$ cat config.mk
export PLATFORM = sky130hd
export DESIGN_NAME = ps2_ascii_decoder
export DESIGN_NICKNAME = d
export VERILOG_FILES = /design/src/rtl/ps2_ascii_decoder_pkg.sv /design/src/rtl/ps2_ascii_decoder_fifo.sv /design/src/rtl/ps2_ascii_decoder.sv
export SDC_FILE = /design/constraint.sdc
export NUM_CORES = 1
export LEC_CHECK = 0
export BUFFER_PORTS_ARGS = -buffer_cell sky130_fd_sc_hd__buf_2
export CAP_MARGIN = 0
export CORE_MARGIN = 2
export CORE_UTILIZATION = 55
export DETAILED_ROUTE_END_ITERATION = 12
export GPL_TIMING_DRIVEN = 0
export PLACE_DENSITY = 0.73
export SLEW_MARGIN = 10
export SYNTH_ARGS = -nofsm -noshare
export SYNTH_HDL_FRONTEND = slang
export SYNTH_SLANG_ARGS = --single-unit
$ cat constraint.sdc
create_clock -name clk -period 3.88 [get_ports clk]
set_input_delay 0.194 -clock clk [delete_from_list [all_inputs] [get_ports clk]]
set_output_delay 0.194 -clock clk [all_outputs]
set_load 0.05 [all_outputs]
$ cat src/rtl/ps2_ascii_decoder_pkg.sv
// Scan-code constants, FSM encoding and the set-2 to ASCII lookup table.
// Latency: none (pure definitions and a combinational helper).
// Backpressure: n/a.
package ps2_ascii_decoder_pkg;

  // Prefix bytes
  localparam logic [7:0] SC_BRK    = 8'hF0;
  localparam logic [7:0] SC_EXT    = 8'hE0;

  // Modifier keys
  localparam logic [7:0] SC_LSHIFT = 8'h12;
  localparam logic [7:0] SC_RSHIFT = 8'h59;
  localparam logic [7:0] SC_CAPS   = 8'h58;

  // Control keys (Enter is also the keypad Enter code after E0)
  localparam logic [7:0] SC_ENTER  = 8'h5A;
  localparam logic [7:0] SC_BKSP   = 8'h66;
  localparam logic [7:0] SC_TAB    = 8'h0D;
  localparam logic [7:0] SC_ESC    = 8'h76;

  localparam logic [7:0] ASC_CR    = 8'h0D;
  localparam logic [7:0] ASC_BS    = 8'h08;
  localparam logic [7:0] ASC_HT    = 8'h09;
  localparam logic [7:0] ASC_ESC   = 8'h1B;

  typedef enum logic [1:0] {
    ST_IDLE    = 2'd0,
    ST_BRK     = 2'd1,
    ST_EXT     = 2'd2,
    ST_EXT_BRK = 2'd3
  } ps2_state_t;

  // One printable key: lower/upper ASCII and whether Caps Lock affects it
  typedef struct packed {
    logic       vld;
    logic       letter;
    logic [7:0] lo;
    logic [7:0] hi;
  } key_map_t;

  function automatic key_map_t mk_key(input logic letter, input logic [7:0] lo,
                                      input logic [7:0] hi);
    key_map_t k;
    k.vld    = 1'b1;
    k.letter = letter;
    k.lo     = lo;
    k.hi     = hi;
    return k;
  endfunction

  // US set-2 printable keys; everything else comes back with vld=0
  function automatic key_map_t key_lookup(input logic [7:0] code);
    key_map_t k;
    k = '0;
    case (code)
      8'h1C: k = mk_key(1'b1, 8'h61, 8'h41); // a
      8'h32: k = mk_key(1'b1, 8'h62, 8'h42); // b
      8'h21: k = mk_key(1'b1, 8'h63, 8'h43); // c
      8'h23: k = mk_key(1'b1, 8'h64, 8'h44); // d
      8'h24: k = mk_key(1'b1, 8'h65, 8'h45); // e
      8'h2B: k = mk_key(1'b1, 8'h66, 8'h46); // f
      8'h34: k = mk_key(1'b1, 8'h67, 8'h47); // g
      8'h33: k = mk_key(1'b1, 8'h68, 8'h48); // h
      8'h43: k = mk_key(1'b1, 8'h69, 8'h49); // i
      8'h3B: k = mk_key(1'b1, 8'h6A, 8'h4A); // j
      8'h42: k = mk_key(1'b1, 8'h6B, 8'h4B); // k
      8'h4B: k = mk_key(1'b1, 8'h6C, 8'h4C); // l
      8'h3A: k = mk_key(1'b1, 8'h6D, 8'h4D); // m
      8'h31: k = mk_key(1'b1, 8'h6E, 8'h4E); // n
      8'h44: k = mk_key(1'b1, 8'h6F, 8'h4F); // o
      8'h4D: k = mk_key(1'b1, 8'h70, 8'h50); // p
      8'h15: k = mk_key(1'b1, 8'h71, 8'h51); // q
      8'h2D: k = mk_key(1'b1, 8'h72, 8'h52); // r
      8'h1B: k = mk_key(1'b1, 8'h73, 8'h53); // s
      8'h2C: k = mk_key(1'b1, 8'h74, 8'h54); // t
      8'h3C: k = mk_key(1'b1, 8'h75, 8'h55); // u
      8'h2A: k = mk_key(1'b1, 8'h76, 8'h56); // v
      8'h1D: k = mk_key(1'b1, 8'h77, 8'h57); // w
      8'h22: k = mk_key(1'b1, 8'h78, 8'h58); // x
      8'h35: k = mk_key(1'b1, 8'h79, 8'h59); // y
      8'h1A: k = mk_key(1'b1, 8'h7A, 8'h5A); // z
      8'h16: k = mk_key(1'b0, 8'h31, 8'h21); // 1 !
      8'h1E: k = mk_key(1'b0, 8'h32, 8'h40); // 2 @
      8'h26: k = mk_key(1'b0, 8'h33, 8'h23); // 3 #
      8'h25: k = mk_key(1'b0, 8'h34, 8'h24); // 4 $
      8'h2E: k = mk_key(1'b0, 8'h35, 8'h25); // 5 %
      8'h36: k = mk_key(1'b0, 8'h36, 8'h5E); // 6 ^
      8'h3D: k = mk_key(1'b0, 8'h37, 8'h26); // 7 &
      8'h3E: k = mk_key(1'b0, 8'h38, 8'h2A); // 8 *
      8'h46: k = mk_key(1'b0, 8'h39, 8'h28); // 9 (
      8'h45: k = mk_key(1'b0, 8'h30, 8'h29); // 0 )
      8'h0E: k = mk_key(1'b0, 8'h60, 8'h7E); // ` ~
      8'h4E: k = mk_key(1'b0, 8'h2D, 8'h5F); // - _
      8'h55: k = mk_key(1'b0, 8'h3D, 8'h2B); // = +
      8'h54: k = mk_key(1'b0, 8'h5B, 8'h7B); // [ {
      8'h5B: k = mk_key(1'b0, 8'h5D, 8'h7D); // ] }
      8'h5D: k = mk_key(1'b0, 8'h5C, 8'h7C); // \ |
      8'h4C: k = mk_key(1'b0, 8'h3B, 8'h3A); // ; :
      8'h52: k = mk_key(1'b0, 8'h27, 8'h22); // ' "
      8'h41: k = mk_key(1'b0, 8'h2C, 8'h3C); // , <
      8'h49: k = mk_key(1'b0, 8'h2E, 8'h3E); // . >
      8'h4A: k = mk_key(1'b0, 8'h2F, 8'h3F); // / ?
      8'h29: k = mk_key(1'b0, 8'h20, 8'h20); // space
      default: k = '0;
    endcase
    return k;
  endfunction

endpackage

$ cat src/rtl/ps2_ascii_decoder_fifo.sv
// Synchronous first-word-fall-through FIFO with overflow reporting.
// Latency: a write is visible at rd_data one edge later; pop takes effect at the edge.
// Backpressure: writes while full are dropped (overflow_tick) unless a pop happens in the same cycle.
module ascii_fifo #(
  parameter int AW = 3,
  parameter int DW = 8
) (
  input  logic          clk,
  input  logic          reset_n,
  input  logic          wr,
  input  logic [DW-1:0] wr_data,
  input  logic          rd,
  output logic [DW-1:0] rd_data,
  output logic          full,
  output logic          empty,
  output logic          overflow_tick
);

  localparam int DEPTH = 2 ** AW;

  logic [DW-1:0] mem [DEPTH];
  logic [AW:0]   wr_ptr;
  logic [AW:0]   rd_ptr;
  logic          do_rd;
  logic          do_wr;

  // Extra pointer MSB separates full from empty when the indices match
  assign empty = (wr_ptr == rd_ptr);
  assign full  = (wr_ptr[AW] != rd_ptr[AW]) && (wr_ptr[AW-1:0] == rd_ptr[AW-1:0]);

  // A pop frees the head slot in the same cycle, so a full FIFO can still accept
  assign do_rd = rd && !empty;
  assign do_wr = wr && (!full || do_rd);

  // Head is forced to zero while empty so the output is defined out of reset
  assign rd_data = empty ? '0 : mem[rd_ptr[AW-1:0]];

  // Pointer and overflow state
  always_ff @(posedge clk or negedge reset_n) begin
    if (!reset_n) begin
      wr_ptr        <= '0;
      rd_ptr        <= '0;
      overflow_tick <= 1'b0;
    end else begin
      if (do_wr) wr_ptr <= wr_ptr + 1'b1;
      if (do_rd) rd_ptr <= rd_ptr + 1'b1;
      overflow_tick <= wr && !do_wr;
    end
  end

  // Storage array, no reset needed since empty gates the output
  always_ff @(posedge clk) begin
    if (do_wr) mem[wr_ptr[AW-1:0]] <= wr_data;
  end

endmodule

$ cat src/rtl/ps2_ascii_decoder.sv
// PS/2 set-2 scan code to ASCII decoder with Shift/Caps tracking feeding an output FIFO.
// Latency: a make byte strobed at edge k is on ascii_out (empty=0) right after edge k.
// Backpressure: none upstream; characters arriving while the FIFO is full are dropped with overflow_tick.
module ps2_ascii_decoder
  import ps2_ascii_decoder_pkg::*;
#(
  parameter int FIFO_AW = 3,
  parameter bit CAPS_EN = 1'b1,
  parameter bit CTRL_EN = 1'b1
) (
  input  logic       clk,
  input  logic       reset_n,
  input  logic       rx_done_tick,
  input  logic [7:0] scan_code,
  input  logic       rd,
  output logic [7:0] ascii_out,
  output logic       empty,
  output logic       full,
  output logic       overflow_tick,
  output logic       shift_on,
  output logic       caps_on
);

  ps2_state_t state, state_nxt;
  logic       lshift, lshift_nxt;
  logic       rshift, rshift_nxt;
  logic       caps, caps_nxt;
  logic       caps_held, caps_held_nxt;
  logic       push;
  logic [7:0] push_dat;
  key_map_t   km;
  logic       upper;

  assign km       = key_lookup(scan_code);
  assign shift_on = lshift | rshift;
  assign caps_on  = caps;
  // Caps Lock only affects letters; Shift affects everything printable
  assign upper    = km.letter ? (shift_on ^ caps) : shift_on;

  // State and modifier registers
  always_ff @(posedge clk or negedge reset_n) begin
    if (!reset_n) begin
      state     <= ST_IDLE;
      lshift    <= 1'b0;
      rshift    <= 1'b0;
      caps      <= 1'b0;
      caps_held <= 1'b0;
    end else begin
      state     <= state_nxt;
      lshift    <= lshift_nxt;
      rshift    <= rshift_nxt;
      caps      <= caps_nxt;
      caps_held <= caps_held_nxt;
    end
  end

  // Prefix parsing, modifier updates and character push decision
  always_comb begin
    state_nxt     = state;
    lshift_nxt    = lshift;
    rshift_nxt    = rshift;
    caps_nxt      = caps;
    caps_held_nxt = caps_held;
    push          = 1'b0;
    push_dat      = 8'h00;
    if (rx_done_tick) begin
      case (state)
        ST_IDLE: begin
          if (scan_code == SC_BRK) begin
            state_nxt = ST_BRK;
          end else if (scan_code == SC_EXT) begin
            state_nxt = ST_EXT;
          end else begin
            case (scan_code)
              SC_LSHIFT: lshift_nxt = 1'b1;
              SC_RSHIFT: rshift_nxt = 1'b1;
              SC_CAPS: begin
                // Typematic repeats keep caps_held set, so only the first make toggles
                if (CAPS_EN) begin
                  if (!caps_held) caps_nxt = ~caps;
                  caps_held_nxt = 1'b1;
                end
              end
              SC_ENTER: begin
                push     = CTRL_EN;
                push_dat = ASC_CR;
              end
              SC_BKSP: begin
                push     = CTRL_EN;
                push_dat = ASC_BS;
              end
              SC_TAB: begin
                push     = CTRL_EN;
                push_dat = ASC_HT;
              end
              SC_ESC: begin
                push     = CTRL_EN;
                push_dat = ASC_ESC;
              end
              default: begin
                push     = km.vld;
                push_dat = upper ? km.hi : km.lo;
              end
            endcase
          end
        end
        ST_BRK: begin
          state_nxt = ST_IDLE;
          case (scan_code)
            SC_LSHIFT: lshift_nxt    = 1'b0;
            SC_RSHIFT: rshift_nxt    = 1'b0;
            SC_CAPS:   caps_held_nxt = 1'b0;
            default:   ;
          endcase
        end
        ST_EXT: begin
          if (scan_code == SC_BRK) begin
            state_nxt = ST_EXT_BRK;
          end else if (scan_code == SC_EXT) begin
            state_nxt = ST_EXT;
          end else begin
            state_nxt = ST_IDLE;
            // Keypad Enter is the only extended key that produces a character
            if (scan_code == SC_ENTER) begin
              push     = CTRL_EN;
              push_dat = ASC_CR;
            end
          end
        end
        ST_EXT_BRK: state_nxt = ST_IDLE;
        default:    state_nxt = ST_IDLE;
      endcase
    end
  end

  ascii_fifo #(
    .AW(FIFO_AW),
    .DW(8)
  ) u_fifo (
    .clk          (clk),
    .reset_n      (reset_n),
    .wr           (push),
    .wr_data      (push_dat),
    .rd           (rd),
    .rd_data      (ascii_out),
    .full         (full),
    .empty        (empty),
    .overflow_tick(overflow_tick)
  );

endmodule

## Yosys cells after proc, flatten, opt, wreduce, memory -nomap -nowiden

Memories as Yosys holds them, arrays and structs flattened.
Cells that the tools add are included.
W data, S select, Z words.

| storage, ports and cells | value |
|---|---|
| register bits | 15 |
| bits in writable memories | 64 |
| bits in read-only memories | 2048 |
| bits of input ports | 12 |
| output and inout port bits | 13 |
| word-level logic and storage cells | 102 |
| memories | 2 |

Memories:

| name | depth | width | rd ports | clocked after Yosys merged registers in | wr ports | RTL line | RTL |
|---|---|---|---|---|---|---|---|
| (name not given) | 128 | 16 | 1 | 0 | 0 | ps2_ascii_decoder_pkg.sv:55 | `case (code)` |
| u_fifo.mem | 8 | 8 | 1 | 0 | 1 | ps2_ascii_decoder_fifo.sv:21 | `logic [DW-1:0] mem [DEPTH];` |

| cells by class | value |
|---|---|
| $add $sub $neg | 2 |
| equality and inequality tests | 24 |
| mux-type cells | 42 |
| bitwise operators | 6 |
| reduce and logical (&&, ||, !) cells | 18 |

Operator list:

| kind | number |
|---|---|
| $eq A8 B7 Y1 const B | 5 |
| $mux W8 | 5 |
| $pmux W8 S5 | 1 |
| $reduce_and A6 Y1 | 4 |
| $mux W1 | 21 |
| $mux W18 | 1 |
| $eq A8 B8 Y1 const B | 2 |
| $pmux W8 S2 | 1 |
| $mux W4 | 3 |
| $ne A2 B2 Y1 const B | 6 |
| $pmux W1 S2 | 5 |
| $add A4 B1 Y4 const B | 2 |
| $eq A8 B4 Y1 const B | 1 |
| $eq A8 B5 Y1 const B | 1 |
| $mux W2 | 4 |
| $pmux W2 S3 | 1 |
| $eq A2 B2 Y1 const B | 2 |
| $eq A4 B4 Y1 | 1 |
| $logic_and A1 B1 Y1 | 4 |
| $ne A2 B1 Y1 const B | 2 |
| $not A1 Y1 | 4 |
| $reduce_or A4 Y1 | 1 |
| $eq A3 B3 Y1 | 1 |
| $logic_not A1 Y1 | 3 |
| other kinds (11) | 11 |

## Logic depth before layout (Yosys ltp)

Gate-level depths: netlist (run 1).

| logic depth | value |
|---|---|
| depth in word-level cells | 10 |
| gate-level depth with buffers | 11 |
| mapped depth without buffers | 8 |

## Hierarchy

A second synthesis (run 1) with hierarchy kept.

| unflattened totals | value |
|---|---|
| cells, all modules | 479 |
| area, all modules | 5245.0 um^2 |

Modules (own cells, without submodules):

| module | times used | cells each | area each (um^2) | sequential area each (um^2) |
|---|---|---|---|---|
| ascii_fifo | 1 | 159 | 3071.7 | 2147.1 |
| ps2_ascii_decoder | 1 | 320 | 2173.3 | 150.1 |

## Worst setup path before layout (run 1)

Ideal clock, no wire load.

| timing | value |
|---|---|
| kind | reg-to-reg |
| from | register u_fifo.rd_ptr[2] |
| to | register u_fifo.wr_ptr[1] |
| library setup time | 0.125 ns |
| data arrival time | 3.571 ns |
| required time | 3.755 ns |
| path slack | 0.183 ns |
| stages on the path, launching flop included | 9 |
| path buffers | 2 |
| clock period less this slack | 3.697 ns |
| cell sequence | dfrtp_1 -> buf_2 -> xor2_1 -> nor4_1 -> nand2_1 -> nand3_4 -> and2_1 -> buf_6 -> mux2_4 |

| on the way | value |
|---|---|
| word-level cells in the longest chain between the ends | 5 |
| elaborated cells on any way between the ends | 8 |
| classes of those cells | eq/ne (2); reduce/logical (6) |

RTL lines:

| item | RTL line | RTL |
|---|---|---|
| start, declared | ps2_ascii_decoder_fifo.sv:23 | `logic [AW:0] rd_ptr;` |
| start signal, assigned | ps2_ascii_decoder_fifo.sv:46 | `if (do_rd) rd_ptr <= rd_ptr + 1'b1;` |
| $eq A3 B3 Y1 | ps2_ascii_decoder_fifo.sv:29 | `assign full = (wr_ptr[AW] != rd_ptr[AW]) && (wr_ptr[AW-1:0] == rd_ptr[AW-1:0]);` |
| $logic_and A1 B1 Y1 | ps2_ascii_decoder_fifo.sv:29 |  |
| named net full | ps2_ascii_decoder.sv:18 | `output logic full,` |
| $logic_not A1 Y1 | ps2_ascii_decoder_fifo.sv:33 | `assign do_wr = wr && (!full \|\| do_rd);` |
| $logic_or A1 B1 Y1 | ps2_ascii_decoder_fifo.sv:33 |  |
| $logic_and A1 B1 Y1 | ps2_ascii_decoder_fifo.sv:33 |  |
| end signal, assigned | ps2_ascii_decoder_fifo.sv:45 | `if (do_wr) wr_ptr <= wr_ptr + 1'b1;` |
| end, declared | ps2_ascii_decoder_fifo.sv:22 | `logic [AW:0] wr_ptr;` |

The timed path passes the listed nets, and every way through them passes these cells.
A chain may end at the register's enable or synchronous reset.

## Worst setup path in the final report (run 1)

| timing | value |
|---|---|
| from | input scan_code[1] |
| to | memory u_fifo.mem[6][6] (enable) |

| on the way | value |
|---|---|
| word-level cells in the longest chain between the ends | 10 |
| elaborated cells on any way between the ends | 24 |
| classes of those cells | eq/ne (9); mux (11); reduce/logical (3); memory (1) |

RTL lines:

| item | RTL line | RTL |
|---|---|---|
| start, declared | ps2_ascii_decoder.sv:14 | `input logic [7:0] scan_code,` |
| $mem_v2 Z128 W16 (tied with other cells) | -- |  |
| $mux W18 (tied with other cells) | ps2_ascii_decoder_pkg.sv:55 |  |
| $pmux W1 S2 | ps2_ascii_decoder.sv:74 | `case (scan_code)` |
| $mux W1 | ps2_ascii_decoder.sv:71 | `end else if (scan_code == SC_EXT) begin` |
| $mux W1 | ps2_ascii_decoder.sv:69 | `if (scan_code == SC_BRK) begin` |
| $pmux W1 S2 (*) | ps2_ascii_decoder.sv:67 | `case (state)` |
| $mux W1 (*) | ps2_ascii_decoder.sv:66 | `if (rx_done_tick) begin` |
| $logic_and A1 B1 Y1 (*) | ps2_ascii_decoder_fifo.sv:33 |  |
| $mux W1 (*) | ps2_ascii_decoder_fifo.sv:53 | `if (do_wr) mem[wr_ptr[AW-1:0]] <= wr_data;` |
| $mux W1 (implied by the code) (*) | ps2_ascii_decoder_fifo.sv:53 |  |
| end, declared | ps2_ascii_decoder_fifo.sv:21 |  |

Mark *: on every way between the ends. The rest lies on a longest branch, timed or not.

==> results of run 1 <==
[power groups by stage]
stage	Combinational, mW	Sequential, mW	Clock (mW)
finish	1.35	0.955	0.468
global route	1.44	0.962	0.507
CTS	1.35	0.955	0.474
detailed placement	1.34	0.971	0
global placement	1.29	0.958	0
floorplan	1.03	0.955	0
[cell families after synthesis]
group	after synthesis	share of synthesized area, %
AO/OA/AOI/OAI	123	19.3
multiplexers	36	11.1
buffers and inverters	55	5.50
adder cells (fa/ha/maj)	9	2.30
XOR/XNOR	12	2.15
flip-flops	71	42.0
AND/OR/NAND/NOR	152	17.5
other	1	0.0766
[area by class of cell]
class / instances / area, um2 / area share (%)
Buffer: 41 / 216 / 4.04
Clock buffer: 10 / 128 / 2.38
Clock inverter: 5 / 26.3 / 0.491
Inverter: 14 / 52.6 / 0.982
Multi-Input combinational cell: 333 / 2610 / 48.8
Sequential cell: 71 / 2060 / 38.4
Tap cell: 108 / 135 / 2.52
Timing Repair Buffer: 24 / 128 / 2.38
[cell usage in the layout, fill, tap and decap left out, types with 8 or more instances in the layout]
master / Yosys / final
buf_2: 10 / 32
mux2i_1: 18 / 18
nor2b_1: 8 / 8
clkbuf_8: 0 / 9
o21ai_0: 15 / 15
dfrtp_1: 15 / 15
nand2b_1: 19 / 19
clkbuf_1: 17 / 18
nand2_1: 18 / 18
ha_1: 9 / 9
edfxtp_1: 56 / 56
inv_1: 12 / 12
buf_4: 7 / 8
nor2_1: 34 / 34
nor3_1: 16 / 16
mux4_2: 14 / 14
a21oi_1: 27 / 27
[timing repair]
action | 4_1_cts | 5_1_grt
setup buffers | 0 | 0
setup endpoints to repair | 0 | 0
hold endpoints to repair | 15 | 0
hold buffers | 1 | 0
[stage by stage]
stage | setup slack (ps) | std cells
4_1_cts | 430 | 606
3_3_place_gp | -365 | 588
3_5_place_dp | 156 | 590
2_1_floorplan | 183 | 459
6_report | 350 | 606
5_1_grt | 186 | 606
[per-layer routing]
| layer | GRT usage (%) | routed length (um) |
|---|---|---|
| met2 | 54.0 | 7380 |
| met1 | 38.1 | 5420 |
| met3 | 4.94 | 1150 |
| met5 | 0 | 0 |
| met4 | 15.8 | 792 |
[sequential cells by signal (all words and copies together), names as in the netlist]
register	cells
u_fifo.mem	56
u_fifo.rd_ptr	4
u_fifo.wr_ptr	4
state	2
caps_held	1
caps_on	1
lshift	1
rshift	1
u_fifo.overflow_tick	1
[final timing paths]
check                           cells past startpoint                to              from  slack, ps
max in group asynchronous                           2           caps_on           reset_n       3350
worst max-delay path                               12  u_fifo.mem[6][6]      scan_code[1]        350
min in group asynchronous                           2  u_fifo.wr_ptr[3]           reset_n        280
worst max register to register                      8  u_fifo.mem[6][6]  u_fifo.wr_ptr[0]        830
worst min-delay path                                2          state[1]      rx_done_tick        100
worst min register to register                      1            rshift            rshift        490
==> metrics.cfg, run 1 <==
[cells_and_area]
synthToLayoutAreaGrowth_pct = 9.41
final_nets = 515
fill_cells = 718
stdcell_area_um2 = 5350
utilization_pct = 61.7
drive_gt1_share_pct = 20.5
diodes = 0

[sta]
tns_ps = 0
rsz0062_at_grt = no
slew_viol_final = 0
fin_crit_sh_pct = 91.0
worstMarginPinSlew_ps = 952
fmax_mhz = 283
skew_ps = 10.1
hold_violations = 0
slew_headroom_pct = 36.0
holdWs_ps = 102
period_needed_ps = 3530
setup_violations = 0

[logic_synthesis]
synth_area_leader_cell = edfxtp_1
syn_avg_cell_area_um2 = 10.7
yosysWarnings = 0
netlist.area_leader.share_pct = 34.4
synthTopCellsByCount = edfxtp_1 (56), nor2_1 (34), a21oi_1 (27)
synth_fp_nets = 480
async_flop_share_pct = 21.1
synth.area.top_cells = edfxtp_1 (34%), dfrtp_1 (7.7%), mux4_2 (6.4%)
synth_edf_count = 56
synth_seq_cells = 71
synth.most_common_cell = edfxtp_1
netlist_area_um2 = 4890
synthCells = 459
synth_cell_types = 82
yosysSeqAreaShare_pct = 42.0
synth_flop_cell = edfxtp_1

[detailed_routing]
viasPerCell = 6.95
drc = 0
drtIter0Drc = 385
dr_total_vias = 4209
wirelength_um = 14700
ant_nets = 0
first_pass_iters = 5
post_drt_wl_per_cell_um = 24.3

[clocking]
cts_sinks = 71
cts_buffers = 9
cts_tree = built
cts_resized = 0
htreeDepth = 3
clkLatencyLatePin_ps = 330
clkSlewWorstSetupHoldPaths_ps = 70
clk_path_buf_depth = 2
cts_root_buf = clkbuf_8

[worst_setup_path]
cp.required_ps = 3840
worstPathCellList = buf_2 -> buf_2 -> inv_1 -> ha_1 -> buf_2 -> nand2_1 -> nor3_1 -> o311a_1 -> o211ai_2 -> and2_1 -> buf_6 -> nor4_2
worst_path_max_delay_cell = nor4_2
slowest_delay_ps = 710
path_delay_family = simple AND/OR/NAND/NOR gates
cp_max_fo = 10
cp_common_cell = buf_2
path_class = input port to register
critPathLaunchType = input port
critPathArrivalTime_ps = 3490
worstSetupEndpointType = register
critPathBufInv = 5

[power_and_ir_drop]
power_report.internal_total_mw = 1.58
p_per_area_nw_per_um2 = 518
ir_worst_vdd_v = 0.000310
p_comb_share_pct = 48.7
finalPower_mw = 2.77
p_switching_mw = 1.20
switching_share_pct = 43.1
pwr-share-clk_pct = 16.9
seq_power_share_pct = 34.4
power_leakage_nw = 1.90

[grt]
grt_pass1_wl_um = 23500
grt_max_degree = 16
gr-total-overflow = 0
grt_pass1_vias = 4158
antenna_found_initial = 0
grt_usage_pct = 31.3

[placed_design]
dpl-instance-area_um2 = 5190
dpl.hpwl_um = 11100
port-buffer-count = 21
gp_congestion = 0.964

[floorplanning]
die_h_um = 98.3
rows = 34
die_w_um = 98.3
initial_utilization_pct = 56.4
fp.coreArea_um2 = 8680
ios = 25
dieArea_um2 = 9670

[min_path]
hold_class = input port to register

[status]
status = completed

[run]
max_cap_viol_count = 0

Note: power is estimated with default switching activity, not from simulation.
==> run 2: changes to the inputs <==
BUFFER_PORTS_ARGS = -buffer_cell sky130_fd_sc_hd__clkbuf_2   (was -buffer_cell sky130_fd_sc_hd__buf_2)
==> metrics.cfg, run 2 (synthesis gave the netlist of run 1 again) <==
[sta]
fin_crit_sh_pct = 93.1  ; +2.1 points
rsz0062_at_grt = no
fmax_mhz = 277  ; -2.3%
worst_slack_ps = 268  ; -81.6 ps
period_needed_ps = 3610  ; +81.6 ps
worstMarginPinSlew_ps = 957  ; +5.39 ps
slew_headroom_pct = 36.0  ; about the same
hold_violations = 0  ; unchanged
slew_viol_final = 0  ; unchanged
skew_ps = 12.8  ; +2.70 ps
setup_violations = 0  ; unchanged

[clocking]
clkSlewWorstSetupHoldPaths_ps = 70  ; about the same
cts_buffers = 9  ; unchanged
clkLatencyLatePin_ps = 340  ; about the same
cts_tree = built
htreeDepth = 3  ; unchanged
cts_root_buf = clkbuf_8
clk_path_buf_depth = 2  ; unchanged
cts_sinks = 71  ; unchanged
post_cts_buffers = 0  ; unchanged

[floorplanning]
rows = 34  ; unchanged
fp.coreArea_um2 = 8680  ; unchanged
dieArea_um2 = 9670  ; unchanged
die_w_um = 98.3  ; unchanged
die_h_um = 98.3  ; unchanged
ios = 25  ; unchanged
initial_utilization_pct = 56.4  ; unchanged

[status]
status = completed

[power_and_ir_drop]
p_per_area_nw_per_um2 = 546  ; +5.5%
ir_worst_vdd_v = 0.000273  ; -12%
power_leakage_nw = 1.91  ; +0.77%
finalPower_mw = 2.95  ; +6.4%

[cells_and_area]
fill_cells = 690  ; -3.9%
diodes = 0  ; unchanged
final_nets = 513  ; -0.39%
final_cell_mix = edfxtp_1 (56), nor2_1 (34), a21oi_1 (27), clkbuf_2 (22), nand2b_1 (19)
synthToLayoutAreaGrowth_pct = 10.4
layout_commonest_cell = edfxtp_1
drive_gt1_share_pct = 20.3  ; -0.16 points
largest_reg_flops = 56  ; unchanged

[placed_design]
port-buffer-count = 21  ; unchanged
post-place-ws_ps = 129  ; -27.4 ps
dpl.hpwl_um = 11300  ; +1.3%
gp_congestion = 0.998  ; +3.5%

[worst_setup_path]
cp_max_fo = 10  ; unchanged
path_delay_family = compound AO/OA/AOI/OAI gates
setup.worst_path.start = scan_code[1]
path_class = input port to register
slowest_delay_ps = 760  ; +50 ps
critPathLaunchType = input port
cp_common_cell = buf_2
worstSetupEndpointType = register
critPathBufInv = 4  ; -1
cp.required_ps = 3890  ; +50 ps
r2r-start = u_fifo.wr_ptr[0]
worstPathCellList = clkbuf_2 -> buf_2 -> inv_1 -> ha_1 -> buf_2 -> mux2i_1 -> nand2_1 -> a31oi_1 -> o31a_1 -> nor2_1 -> a211oi_1
critPathArrivalTime_ps = 3620  ; +130 ps
worst_path_max_delay_cell = a211oi_1

[min_path]
min_from = rx_done_tick
hold_class = input port to register

[detailed_routing]
viasPerCell = 6.86  ; -1.3%
ant_nets = 0  ; unchanged
first_pass_iters = 5  ; unchanged
post_drt_wl_per_cell_um = 24.9  ; +2.4%
drc = 0  ; unchanged
drtIter0Drc = 343  ; -11%
dr_total_vias = 4149  ; -1.4%
wirelength_um = 15100  ; +2.3%

[grt]
grt_usage_pct = 31.7  ; +0.41 points
grt_pass1_vias = 4122  ; -0.87%
grt_pass1_wl_um = 23500  ; -0.23%
antenna_found_initial = 0  ; unchanged
gr-total-overflow = 0  ; unchanged
grt_max_degree = 16  ; unchanged

[run]
max_cap_viol_count = 0  ; unchanged

[run 2: worst reg2reg max path: stages, from the launching register on]
cell	delay (ps)
dfrtp_1	350
clkbuf_1	390
xor2_1	310
nor4_1	180
a211oi_2	270
o211ai_2	190
and2_1	220
buf_6	150
nor4_2	700
[run 2: cell type report]
type | count | area [um2] | area share (%)
clock inverters | 6 | 85.1 | 1.58
flip-flops and latches | 71 | 2060 | 38.1
well taps | 108 | 135 | 2.50
multi-input cells | 333 | 2610 | 48.4
repair buffers | 22 | 115 | 2.13
inverters | 14 | 52.6 | 0.973
clock buffers | 10 | 128 | 2.36
plain buffers | 41 | 216 | 4.01
[run 2: per-stage QoR]
| stage | instances | utilization [%] | hold WS, ps | setup TNS [ps] | cell area, um2 |
|---|---|---|---|---|---|
| floorplan | 459 | - | -102 | 0 | 4890 |
| global placement | 588 | 59.2 | 118 | -12540 | 5130 |
| detailed placement | 588 | 59.7 | 127 | 0 | 5180 |
| CTS | 605 | 62.2 | 98.0 | 0 | 5400 |
| global route | 605 | 62.2 | 119 | 0 | 5400 |
| finish | 605 | 62.2 | 117 | 0 | 5400 |
[run 2: final timing paths]
kind / to / slack, ps / cells past startpoint
worst max-delay path: u_fifo.mem[0][6] / 270 / 11
worst min-delay path: state[1] / 120 / 2
worst max register to register: u_fifo.mem[6][0] / 750 / 8
worst min register to register: u_fifo.wr_ptr[3] / 500 / 1
max in group asynchronous: caps_on / 3320 / 2
min in group asynchronous: rshift / 290 / 2
[run 2: per-layer routing]
metal	up-vias	part of all wire, %	global-route usage [%]
met5	-	0	0
met4	0	5.1	17.1
met3	63	7.3	4.80
met2	250	50	54.6
li1	1848	-	-
met1	1988	38	38.3
[run 2: timing repair]
item | CTS | global route
endpoints found under the hold margin | 15 | 0
hold buffers | 1 | 0
endpoints found under the setup margin | 0 | 0
gates resized for setup | 0 | 0
[run 2: power by group]
| group | switching [mW] | internal (mW) | total, mW |
|---|---|---|---|
| sequential | 0.0512 | 0.905 | 0.956 |
| combinational | 0.928 | 0.441 | 1.37 |
| clock | 0.265 | 0.360 | 0.624 |
==> run 3: changes to the inputs <==
CORE_UTILIZATION = 35   (was 55)
PLACE_DENSITY = default   (was 0.73)
==> metrics.cfg, run 3 (synthesis gave the netlist of run 1 again) <==
[floorplanning]
die_h_um = 122  ; +24%
initial_utilization_pct = 35.5  ; -21 points
dieArea_um2 = 14900  ; +55%
ios = 25  ; unchanged
rows = 43  ; +26%
die_w_um = 122  ; +24%
fp.coreArea_um2 = 13800  ; +59%

[placed_design]
dpl.hpwl_um = 11200  ; -0.43%
dp_cells = 667  ; +13%
port-buffer-count = 21  ; unchanged
gp_congestion = 1.02  ; +1.8%

[cells_and_area]
drive_gt1_share_pct = 20.8  ; +0.44 points
layout_commonest_cell = edfxtp_1
final_cells = 681  ; +13%
synthToLayoutAreaGrowth_pct = 14.4
final_nets = 520  ; +1.4%
diodes = 0  ; unchanged
largest_reg_flops = 56  ; unchanged
final_cell_mix = edfxtp_1 (56), nor2_1 (34), a21oi_1 (27), clkbuf_2 (22), nand2b_1 (19)
fill_cells = 1346  ; +95%

[power_and_ir_drop]
finalPower_mw = 3.06  ; +3.6%
power_leakage_nw = 1.97  ; +3.3%
p_per_area_nw_per_um2 = 546  ; about the same
ir_worst_vdd_v = 0.000230  ; -16%

[worst_setup_path]
path_class = input port to register
path_delay_family = simple AND/OR/NAND/NOR gates
cp_common_cell = buf_2
cp.required_ps = 3880  ; about the same
slowest_delay_ps = 750  ; about the same
worstSetupEndpointType = register
critPathBufInv = 4  ; unchanged
reg2reg_slack_ps = 930  ; +180 ps
critPathArrivalTime_ps = 3490  ; -130 ps
worstPathCellList = clkbuf_2 -> buf_2 -> inv_1 -> ha_1 -> buf_2 -> mux2i_1 -> nand2_1 -> a31oi_1 -> o31a_1 -> nor4_1 -> nor3_1
worst_path_max_delay_cell = nor3_1
cp_max_fo = 10  ; unchanged
critPathLaunchType = input port

[run]
max_cap_viol_count = 0  ; unchanged

[detailed_routing]
first_pass_iters = 5  ; unchanged
wirelength_um = 15100  ; +0.19%
dr_total_vias = 4150  ; +0.024%
ant_nets = 0  ; unchanged
drtIter0Drc = 462  ; +35%
viasPerCell = 6.09  ; -11%
drc = 0  ; unchanged
post_drt_wl_per_cell_um = 22.2  ; -11%

[sta]
skew_ps = 5.27  ; -7.51 ps
fmax_mhz = 287  ; +3.7%
slew_headroom_pct = 34.2  ; -1.8 points
rsz0062_at_grt = no
period_needed_ps = 3480  ; -128 ps
worstMarginPinSlew_ps = 984  ; +26.7 ps
hold_violations = 0  ; unchanged
slew_viol_final = 0  ; unchanged
tns_ps = 0  ; unchanged
setup_violations = 0  ; unchanged
fin_crit_sh_pct = 89.8  ; -3.3 points

[status]
status = completed

[clocking]
cts_root_buf = clkbuf_16
cts_resized = 0  ; unchanged
clkSlewWorstSetupHoldPaths_ps = 50  ; -20 ps
post_cts_buffers = 0  ; unchanged
clk_path_buf_depth = 2  ; unchanged
cts_buffers = 9  ; unchanged
cts_tree = built
cts_sinks = 71  ; unchanged
htreeDepth = 3  ; unchanged
clkLatencyLatePin_ps = 330  ; about the same
ctsHoldBuffers = 1  ; unchanged

[grt]
grt_max_degree = 16  ; unchanged
grt_usage_pct = 21.6  ; -10 points
antenna_found_initial = 0  ; unchanged
gr-total-overflow = 0  ; unchanged
grt_pass1_wl_um = 24200  ; +3.3%
grt_pass1_vias = 4242  ; +2.9%

[min_path]
hold_class = input port to register

-- run 3: changes by cell type in the layout (fill, tap and decap cells not counted), sizes merged --
cell      change
buf           +7
bufinv        -1
clkinv        -1
clkinvlp      -1
-- run 3: routing by layer --
layer,global-route usage [%],part of all wire [%]
met3,4.00,7.0
met1,27.1,41
met4,10.4,4.9
met5,0,0
met2,35.9,48
-- run 3: cell type report --
| cell class | instances | area (um2) | share of cell area [%] |
|---|---|---|---|
| clock buffers | 10 | 229 | 4.09 |
| inverters | 14 | 52.6 | 0.939 |
| plain buffers | 41 | 216 | 3.87 |
| well taps | 180 | 225 | 4.02 |
| repair buffers | 29 | 168 | 3.00 |
| flip-flops and latches | 71 | 2060 | 36.8 |
| clock inverters | 3 | 37.5 | 0.671 |
| multi-input cells | 333 | 2610 | 46.7 |
-- run 3: report_power, final --
part	switching [mW]	internal, mW	total, mW
sequential	0.0451	0.907	0.952
clock	0.269	0.481	0.750
combinational	0.905	0.447	1.35
total	1.22	1.84	3.06
-- run 3: path summary, 6_finish.rpt --
check,start,end,depth (start not counted)
max in group asynchronous,reset_n,u_fifo.wr_ptr[2],2
min,rx_done_tick,state[1],2
max,scan_code[1],u_fifo.mem[3][3],11
min in group asynchronous,reset_n,state[0],2
max reg2reg,u_fifo.wr_ptr[0],u_fifo.mem[0][4],9
min reg2reg,rshift,rshift,1
-- run 3: per-stage QoR --
step / util (%) / cell area (um2) / hold WS [ps] / setup slack [ps]
floorplan: - / 4890 / -102 / 183
global placement: 37.9 / 5220 / 117 / -626
detailed placement: 38.6 / 5320 / 128 / 143
CTS: 40.6 / 5600 / 105 / 485
global route: 40.6 / 5600 / 135 / 110
finish: 40.6 / 5600 / 118 / 396
